**src/rtl/dtcm_ctrl_if.sv**
```systemverilog
// LSU-to-DTCM command/response channel: valid/ready command in, valid/ready response out.
interface dtcm_ctrl_if #(
   parameter int DTCM_ADDR_WIDTH = 16,
   parameter int XLEN            = 32
);
   logic                       dtcm_cmd_valid;
   logic                       dtcm_cmd_ready;
   logic                       dtcm_cmd_read;
   logic [DTCM_ADDR_WIDTH-1:0] dtcm_cmd_addr;
   logic [XLEN-1:0]            dtcm_cmd_wdata;
   logic [XLEN/8-1:0]          dtcm_cmd_wmask;
   logic                       dtcm_rsp_valid;
   logic                       dtcm_rsp_ready;
   logic [XLEN-1:0]            dtcm_rsp_rdata;
   logic                       dtcm_rsp_err;

   modport master (
      output dtcm_cmd_valid, dtcm_cmd_read, dtcm_cmd_addr, dtcm_cmd_wdata, dtcm_cmd_wmask,
             dtcm_rsp_ready,
      input  dtcm_cmd_ready, dtcm_rsp_valid, dtcm_rsp_rdata, dtcm_rsp_err
   );

   modport slave (
      input  dtcm_cmd_valid, dtcm_cmd_read, dtcm_cmd_addr, dtcm_cmd_wdata, dtcm_cmd_wmask,
             dtcm_rsp_ready,
      output dtcm_cmd_ready, dtcm_rsp_valid, dtcm_rsp_rdata, dtcm_rsp_err
   );
endinterface

```
**src/rtl/dtcm_ctrl.sv**
```systemverilog
// DTCM responder: accepts LSU commands, drives a 1-cycle-latency SRAM, returns in-order responses.
// Optional macro DTCM_ADDR_CHK_EN: out-of-range word index is answered with err and no SRAM access.
module dtcm_ctrl #(
   parameter int DTCM_ADDR_WIDTH = 16,
   parameter int XLEN            = 32,
   parameter int DTCM_RAM_AW     = DTCM_ADDR_WIDTH - 2,
   parameter int DTCM_SIZE_WORDS = 2 ** DTCM_RAM_AW
) (
   input  logic                   clk,
   input  logic                   rst,
   dtcm_ctrl_if.slave             lsu,
   output logic                   ram_cs,
   output logic                   ram_we,
   output logic [DTCM_RAM_AW-1:0] ram_addr,
   output logic [XLEN/8-1:0]      ram_wem,
   output logic [XLEN-1:0]        ram_din,
   input  logic [XLEN-1:0]        ram_dout
);
   logic [1:0]      cnt;
   logic            cmd_hs;
   logic            rsp_hs;
   logic            cmd_oob;
   logic            s1_valid;
   logic            s1_read;
   logic            s1_err;
   logic [XLEN-1:0] s1_data;
   logic [XLEN-1:0] fifo_data [2];
   logic [1:0]      fifo_err;
   logic            fifo_rd;
   logic            fifo_wr;
   logic [1:0]      fifo_cnt;
   logic            fifo_empty;
   logic            push;
   logic            pop;
   logic            unused_addr;

   assign lsu.dtcm_cmd_ready = (cnt < 2'd2);
   assign cmd_hs = lsu.dtcm_cmd_valid && lsu.dtcm_cmd_ready;
   assign rsp_hs = lsu.dtcm_rsp_valid && lsu.dtcm_rsp_ready;
   assign unused_addr = ^lsu.dtcm_cmd_addr;

`ifdef DTCM_ADDR_CHK_EN
   localparam logic [DTCM_ADDR_WIDTH-2:0] SIZE_LIM = (DTCM_ADDR_WIDTH-1)'(DTCM_SIZE_WORDS);
   assign cmd_oob = ({1'b0, lsu.dtcm_cmd_addr[DTCM_ADDR_WIDTH-1:2]} >= SIZE_LIM);
`else
   logic unused_size;
   assign cmd_oob     = 1'b0;
   assign unused_size = (DTCM_SIZE_WORDS != 0);
`endif

   assign ram_cs   = cmd_hs && !cmd_oob;
   assign ram_we   = ram_cs && !lsu.dtcm_cmd_read;
   assign ram_wem  = lsu.dtcm_cmd_read ? '0 : lsu.dtcm_cmd_wmask;
   assign ram_din  = lsu.dtcm_cmd_wdata;
   assign ram_addr = lsu.dtcm_cmd_addr[DTCM_RAM_AW+1:2];

   // Stage-1 result bypasses the FIFO only when nothing older is waiting.
   assign s1_data    = (s1_read && !s1_err) ? ram_dout : '0;
   assign fifo_empty = (fifo_cnt == 2'd0);
   assign push       = s1_valid && (!fifo_empty || !lsu.dtcm_rsp_ready);
   assign pop        = rsp_hs && !fifo_empty;

   assign lsu.dtcm_rsp_valid = !fifo_empty || s1_valid;
   assign lsu.dtcm_rsp_rdata = fifo_empty ? (s1_valid ? s1_data : '0) : fifo_data[fifo_rd];
   assign lsu.dtcm_rsp_err   = fifo_empty ? (s1_valid && s1_err) : fifo_err[fifo_rd];

   always_ff @(posedge clk or posedge rst) begin
      if (rst) begin
         cnt      <= 2'd0;
         s1_valid <= 1'b0;
         s1_read  <= 1'b0;
         s1_err   <= 1'b0;
         fifo_rd  <= 1'b0;
         fifo_wr  <= 1'b0;
         fifo_cnt <= 2'd0;
      end else begin
         s1_valid <= cmd_hs;
         s1_read  <= lsu.dtcm_cmd_read;
         s1_err   <= cmd_oob;
         if (cmd_hs && !rsp_hs)
            cnt <= cnt + 2'd1;
         else if (!cmd_hs && rsp_hs)
            cnt <= cnt - 2'd1;
         if (push)
            fifo_wr <= ~fifo_wr;
         if (pop)
            fifo_rd <= ~fifo_rd;
         case ({push, pop})
            2'b10:   fifo_cnt <= fifo_cnt + 2'd1;
            2'b01:   fifo_cnt <= fifo_cnt - 2'd1;
            default: fifo_cnt <= fifo_cnt;
         endcase
      end
   end

   always_ff @(posedge clk or posedge rst) begin
      if (rst) begin
         fifo_data[0] <= '0;
         fifo_data[1] <= '0;
         fifo_err     <= 2'b00;
      end else if (push) begin
         fifo_data[fifo_wr] <= s1_data;
         fifo_err[fifo_wr]  <= s1_err;
      end
   end
endmodule

```
**src/flat_wrapper.sv**
```systemverilog
// flat-port wrapper written by rule: the top's interface ports become plain ports
module dtcm_ctrl_flat 
#(
   parameter int DTCM_ADDR_WIDTH = 16,
   parameter int XLEN            = 32,
   parameter int DTCM_RAM_AW     = DTCM_ADDR_WIDTH - 2,
   parameter int DTCM_SIZE_WORDS = 2 ** DTCM_RAM_AW
)
  (clk, rst, ram_cs, ram_we, ram_addr, ram_wem, ram_din, ram_dout, lsu_dtcm_cmd_valid, lsu_dtcm_cmd_read, lsu_dtcm_cmd_addr, lsu_dtcm_cmd_wdata, lsu_dtcm_cmd_wmask, lsu_dtcm_rsp_ready, lsu_dtcm_cmd_ready, lsu_dtcm_rsp_valid, lsu_dtcm_rsp_rdata, lsu_dtcm_rsp_err);
  dtcm_ctrl_if #(.DTCM_ADDR_WIDTH(DTCM_ADDR_WIDTH), .XLEN(XLEN)) lsu_i ();
  input  logic clk;
  input  logic rst;
  output logic ram_cs;
  output logic ram_we;
  output logic [DTCM_RAM_AW-1:0] ram_addr;
  output logic [XLEN/8-1:0] ram_wem;
  output logic [XLEN-1:0] ram_din;
  input  logic [XLEN-1:0] ram_dout;
  input wire logic [$bits(lsu_i.dtcm_cmd_valid)-1:0] lsu_dtcm_cmd_valid;
  input wire logic [$bits(lsu_i.dtcm_cmd_read)-1:0] lsu_dtcm_cmd_read;
  input wire logic [$bits(lsu_i.dtcm_cmd_addr)-1:0] lsu_dtcm_cmd_addr;
  input wire logic [$bits(lsu_i.dtcm_cmd_wdata)-1:0] lsu_dtcm_cmd_wdata;
  input wire logic [$bits(lsu_i.dtcm_cmd_wmask)-1:0] lsu_dtcm_cmd_wmask;
  input wire logic [$bits(lsu_i.dtcm_rsp_ready)-1:0] lsu_dtcm_rsp_ready;
  output wire logic [$bits(lsu_i.dtcm_cmd_ready)-1:0] lsu_dtcm_cmd_ready;
  output wire logic [$bits(lsu_i.dtcm_rsp_valid)-1:0] lsu_dtcm_rsp_valid;
  output wire logic [$bits(lsu_i.dtcm_rsp_rdata)-1:0] lsu_dtcm_rsp_rdata;
  output wire logic [$bits(lsu_i.dtcm_rsp_err)-1:0] lsu_dtcm_rsp_err;
  assign lsu_i.dtcm_cmd_valid = lsu_dtcm_cmd_valid;
  assign lsu_i.dtcm_cmd_read = lsu_dtcm_cmd_read;
  assign lsu_i.dtcm_cmd_addr = lsu_dtcm_cmd_addr;
  assign lsu_i.dtcm_cmd_wdata = lsu_dtcm_cmd_wdata;
  assign lsu_i.dtcm_cmd_wmask = lsu_dtcm_cmd_wmask;
  assign lsu_i.dtcm_rsp_ready = lsu_dtcm_rsp_ready;
  assign lsu_dtcm_cmd_ready = lsu_i.dtcm_cmd_ready;
  assign lsu_dtcm_rsp_valid = lsu_i.dtcm_rsp_valid;
  assign lsu_dtcm_rsp_rdata = lsu_i.dtcm_rsp_rdata;
  assign lsu_dtcm_rsp_err = lsu_i.dtcm_rsp_err;
  dtcm_ctrl #(.DTCM_ADDR_WIDTH(DTCM_ADDR_WIDTH), .XLEN(XLEN), .DTCM_RAM_AW(DTCM_RAM_AW), .DTCM_SIZE_WORDS(DTCM_SIZE_WORDS)) u_core (.clk(clk), .rst(rst), .lsu(lsu_i), .ram_cs(ram_cs), .ram_we(ram_we), .ram_addr(ram_addr), .ram_wem(ram_wem), .ram_din(ram_din), .ram_dout(ram_dout));
endmodule
```
**config.mk**
```make
export PLATFORM = sky130hd
export DESIGN_NAME = dtcm_ctrl_flat
export DESIGN_NICKNAME = d
export VERILOG_FILES = /design/src/rtl/dtcm_ctrl_if.sv /design/src/rtl/dtcm_ctrl.sv /design/src/flat_wrapper.sv
export SDC_FILE = /design/constraint.sdc
export NUM_CORES = 1
export LEC_CHECK = 0
export CAP_MARGIN = 20
export CORE_ASPECT_RATIO = 0.7
export CORE_MARGIN = 2
export CORE_UTILIZATION = 41
export CTS_CLUSTER_SIZE = 20
export DETAILED_ROUTE_END_ITERATION = 10
export GPL_ROUTABILITY_DRIVEN = 1
export PLACE_DENSITY = 0.79
export SLEW_MARGIN = 20
export SYNTH_ARGS = -nofsm -noshare
export SYNTH_HDL_FRONTEND = slang
export SYNTH_SLANG_ARGS = --single-unit
```
**constraint.sdc**
```tcl
create_clock -name clk -period 2.97 [get_ports clk]
set_input_delay 0.594 -clock clk [delete_from_list [all_inputs] [get_ports clk]]
set_output_delay 0.594 -clock clk [all_outputs]
set_load 0.02 [all_outputs]
```
After elaboration in Yosys (flattened, before gate mapping)
Index checks and enable logic that the tools add are counted.
- bitwise logic cells: 6
- multiplexer cells: 18
- $add $sub $neg: 4
- equal/unequal tests: 2
- magnitude comparators: 7
- reductions and logical operators: 19
- operator list (kind ; number):
    two-way mux 32 bit ; 7
    bitwise mux 64 bit ; 1
    demux 32 bit (select 1 bit) ; 1
    logical AND 1 bit ; 9
    logical NOT 1 bit ; 5
    adder 2 x 1 -> 2 bit (second input constant) ; 2
    greater-or-equal comparator 2 bit (second input constant) ; 2
    < comparator 1 x 2 -> 1 bit (second input constant) ; 2
    two-way mux 1 bit ; 4
    two-way mux 2 bit ; 2
    two-way mux 4 bit ; 1
    NOT 1 -> 2 bit ; 2
    case mux 2 bit (2 select lines) ; 1
    nonzero test 2 bit ; 2
    subtractor 2 x 1 -> 2 bit (second input constant) ; 2
    AND 2 bit ; 1
    equality test 2 x 1 -> 1 bit (second input constant) ; 1
    equality test 2 bit (second input constant) ; 1
    logical NOT 2 bit ; 1
    logical OR 1 bit ; 2
    < comparator 2 x 1 -> 1 bit (second input constant) ; 1
    < comparator 2 bit (second input constant) ; 1
    NOT 1 bit ; 2
    NOT 2 bit ; 1
    2 further kinds ; 2
- register bits after elaboration: 74
- word-level logic and storage cells: 65
- output and inout port bits: 87
- bits of input ports: 89

Depth between registers and ports, before layout
- word-level depth: 7
- mapped depth: 9
- depth with buffers taken out: 7

Worst setup path after synthesis
Ideal clock, no wire load.
- path type: in2out
- start point: in lsu_dtcm_cmd_valid
- end point: out ram_we
- required time: 2.376 ns
- setup slack: 0.960 ns
- data arrival time: 1.416 ns
- stages on the path: 2
- buffers on the path: 0
- cell sequence: nor2b_1 nor2b_1
- cells in the longest elaborated chain, start to end: 2
- RTL lines (element ; RTL line ; RTL):
    start: declaration ; flat_wrapper.sv:19 ; input wire logic [$bits(lsu_i.dtcm_cmd_valid)-1:0] lsu_dtcm_cmd_valid;
    logical AND 1 bit ; dtcm_ctrl.sv:38 ; assign cmd_hs = lsu.dtcm_cmd_valid && lsu.dtcm_cmd_ready;
    logical AND 1 bit ; dtcm_ctrl.sv:52 ; assign ram_we = ram_cs && !lsu.dtcm_cmd_read;
    end: declaration ; flat_wrapper.sv:14 ; output logic ram_we;
No other way between the ends.

Worst setup path in the final report
- start point: reg u_core.fifo_rd
- end point: out lsu_dtcm_rsp_rdata[28]
- cells in the longest elaborated chain, start to end: 5
- RTL lines (element ; RTL line ; RTL):
    start: declaration ; dtcm_ctrl.sv:29 ; logic fifo_rd;
    start signal: assignment ; dtcm_ctrl.sv:87 ; fifo_rd <= ~fifo_rd;
    NOT 1 -> 2 bit (not written as such) ; dtcm_ctrl.sv:64 ; assign lsu.dtcm_rsp_rdata = fifo_empty ? (s1_valid ? s1_data : '0) : fifo_data[fifo_rd];
    two-way mux 32 bit (not written as such) (3 in series) ; dtcm_ctrl.sv:64 ;
    two-way mux 32 bit ; dtcm_ctrl.sv:64 ;
    end: declaration ; flat_wrapper.sv:27 ; output wire logic [$bits(lsu_i.dtcm_rsp_rdata)-1:0] lsu_dtcm_rsp_rdata;
No other way between the ends. The select of a mux whose other input is x is not followed.

==> flow_summary.json <==
{
  "synth_area_um2": 4370,
  "ys_warn_count": 0,
  "critPathLaunchType": "flip-flop",
  "setup_viol": 0,
  "whs_ps": 501,
  "nets": 493,
  "die_area_um2": 11500,
  "syn_area_per_cell_um2": 11.8,
  "wl_mm": 8.90,
  "yosysTopAreaCellShare_pct": 42.3,
  "crit_type": "reg -> out",
  "area_growth_pct": 20.9,
  "antennaDiodeCount": 0,
  "path_max_fanout": 25,
  "finalSetupTns_ps": 0,
  "clockBufferDepth": 2,
  "clockRootBuffer": "clkbuf_16",
  "p_leak_nw": 2.32,
  "wl_met1_mm": 4.28,
  "fin_crit_sh_pct": 94.3,
  "drc_errors": 0,
  "ys_seq_area_share_pct": 42.3,
  "dp_slack_ps": 9.23,
  "avgViaCountPerCell": 5.14,
  "maxCapViolCount": 0,
  "skew_ps": 2.55,
  "drive_gt1_share_pct": 23.6,
  "hpwl_mm": 5.88,
  "max_slew_margin_pct": 36.4,
  "top_layer": "met4",
  "clock-sinks": 74,
  "final_cell_mix": "clkdlybuf4s50_1, dfrtp_1, mux2_4, mux2i_1",
  "cts_max_level": 3,
  "antenna_left": 0,
  "powerDensity_nw_per_um2": 1070,
  "wl_met2_mm": 4.05,
  "synth_seq_cells": 74,
  "place.gp.congestion": 0.740,
  "min_period_ps": 2800,
  "portBuffers": 81,
  "core-area_um2": 10400,
  "drt_iter0_drc": 93,
  "boundaryPins": 176,
  "routedWlPerCell_um": 16.5,
  "hold_violations": 0,
  "die_w_um": 127,
  "grt_usage_pct": 16.5,
  "fmaxAchievable_mhz": 357,
  "netlist_top_cells_area": "dfrtp_1, mux2_4, buf_4",
  "worst_slack_ps": 170,
  "cts_setup_buffers": 0,
  "tightest_slew_ps": 952,
  "holdCritPathClass": "reg -> reg",
  "synthCells": 370,
  "layout_commonest_cell": "clkdlybuf4s50_1",
  "antenna_found_initial": 0,
  "fp-row-count": 31,
  "arrival_ps": 2210,
  "cts_tree": "done",
  "via_count": 2766,
  "rsz0062_at_grt": "no",
  "grt_pass1_vias": 2994,
  "final_area_um2": 5290,
  "wl_met3_um": 490,
  "end_kind": "output port",
  "start_util_pct": 42.2,
  "outcome": "finished clean",
  "fillers": 909,
  "grt_pass1_wl_mm": 15.2,
  "syn_nets": 461,
  "drt_pre_antenna_iters": 5,
  "clk_latency_ps": 320,
  "ir_worst_vdd_uv": 513,
  "critPathRequiredTime_ps": 2380,
  "synthDistinctLibCells": 24,
  "grt_max_degree": 68,
  "slew_violations": 0,
  "clk_pin_slew_ps": 60,
  "synth_top_area_cell": "dfrtp_1",
  "grt_overflow": 0,
  "post_dp_cell_area_um2": 4970,
  "fp.dieH_um": 90.4,
  "cts_buffers": 9
}
synthesized netlist by cell type, drive strengths merged:
cell type	count
clkbuf	6
mux2	64
nor3b	1
and2	32
xor2	3
nor2	5
nor2b	9
nor3	1
nand3	32
xnor2	5
ha	2
inv	3
mux2i	33
buf	64
o21ai	32
nand2	3
nand2b	1
dfrtp	74
per-stage QoR:
stage	util, %	power [W]	cells
after floorplan	-	0.00367	370
after global placement	48.0	0.00447	523
after detailed placement	48.0	0.00455	523
after CTS	51.1	0.00574	538
after global routing	51.1	0.00602	538
final	51.1	0.00567	538
metal layers:
metal | vias up | track usage [%]
met2 | 94 | 25.6
met4 | 0 | 4.21
met3 | 14 | 5.15
met1 | 1381 | 22.4
met5 | - | 0
li1 | 1277 | -
power by group:
| group | internal (W) | total [W] | leakage, nW | switching, W |
|---|---|---|---|---|
| sequential | 0.00143 | 0.00179 | 0.947 | 0.000360 |
| combinational | 0.00151 | 0.00274 | 1.23 | 0.00123 |
| clock | 0.000733 | 0.00114 | 0.148 | 0.000407 |
worst max-delay path: stages, from the launching register on:
cell and delay [ps]:
dfrtp_4 740, buf_4 270, mux2i_1 90, o21ai_0 160
clkdlybuf4s50_1 630
repair_timing:
item / 4_1_cts / 5_1_grt
gates resized for setup: 1 / 0
endpoints found under the setup margin: 11 / 0
hold buffers: 0 / 0
kinds of logic (layout without fill, tap and decap cells):
group / Yosys count / after routing / synth area share [%]
xor gates and xnor gates: 8 / 8 / 1.60
and+or+nand+nor: 84 / 84 / 11.3
muxes: 97 / 97 / 29.0
AOI/OAI and AO/OA: 32 / 32 / 3.66
buffers and inverters: 73 / 109 / 11.5
DFF: 74 / 74 / 42.3
adders and majority gates: 2 / 2 / 0.572
sequential cells by signal, summed over array words and instances (netlist names):
signal	cells
u_core.s1_read	1
u_core.cnt	2
u_core.fifo_data	64
u_core.fifo_err	2
u_core.s1_valid	1
u_core.fifo_wr	1
u_core.fifo_rd	1
u_core.fifo_cnt	2
layout make-up:
cell class	instances	area, um2	area share (%)
clock buffer	9	225	4.26
tap	132	165	3.12
clock inverter	6	92.6	1.75
timing repair buffer	91	911	17.2
multi-input combinational	223	2030	38.3
sequential	74	1860	35.1
inverter	3	12.5	0.237
worst paths after layout:
check                           slack [ps]                from  cells past startpoint                      to
worst max-delay path                   170      u_core.fifo_rd                      4  lsu_dtcm_rsp_rdata[28]
worst min-delay path                   500       u_core.cnt[1]                      1         u_core.s1_valid
worst max register to register         690  u_core.fifo_cnt[0]                      4    u_core.fifo_data[31]
worst min register to register         500       u_core.cnt[1]                      1         u_core.s1_valid
max in group asynchronous             1650                 rst                      3     u_core.fifo_data[1]
min in group asynchronous              690                 rst                      2    u_core.fifo_data[12]
Note: power is estimated with default switching activity, not from simulation.
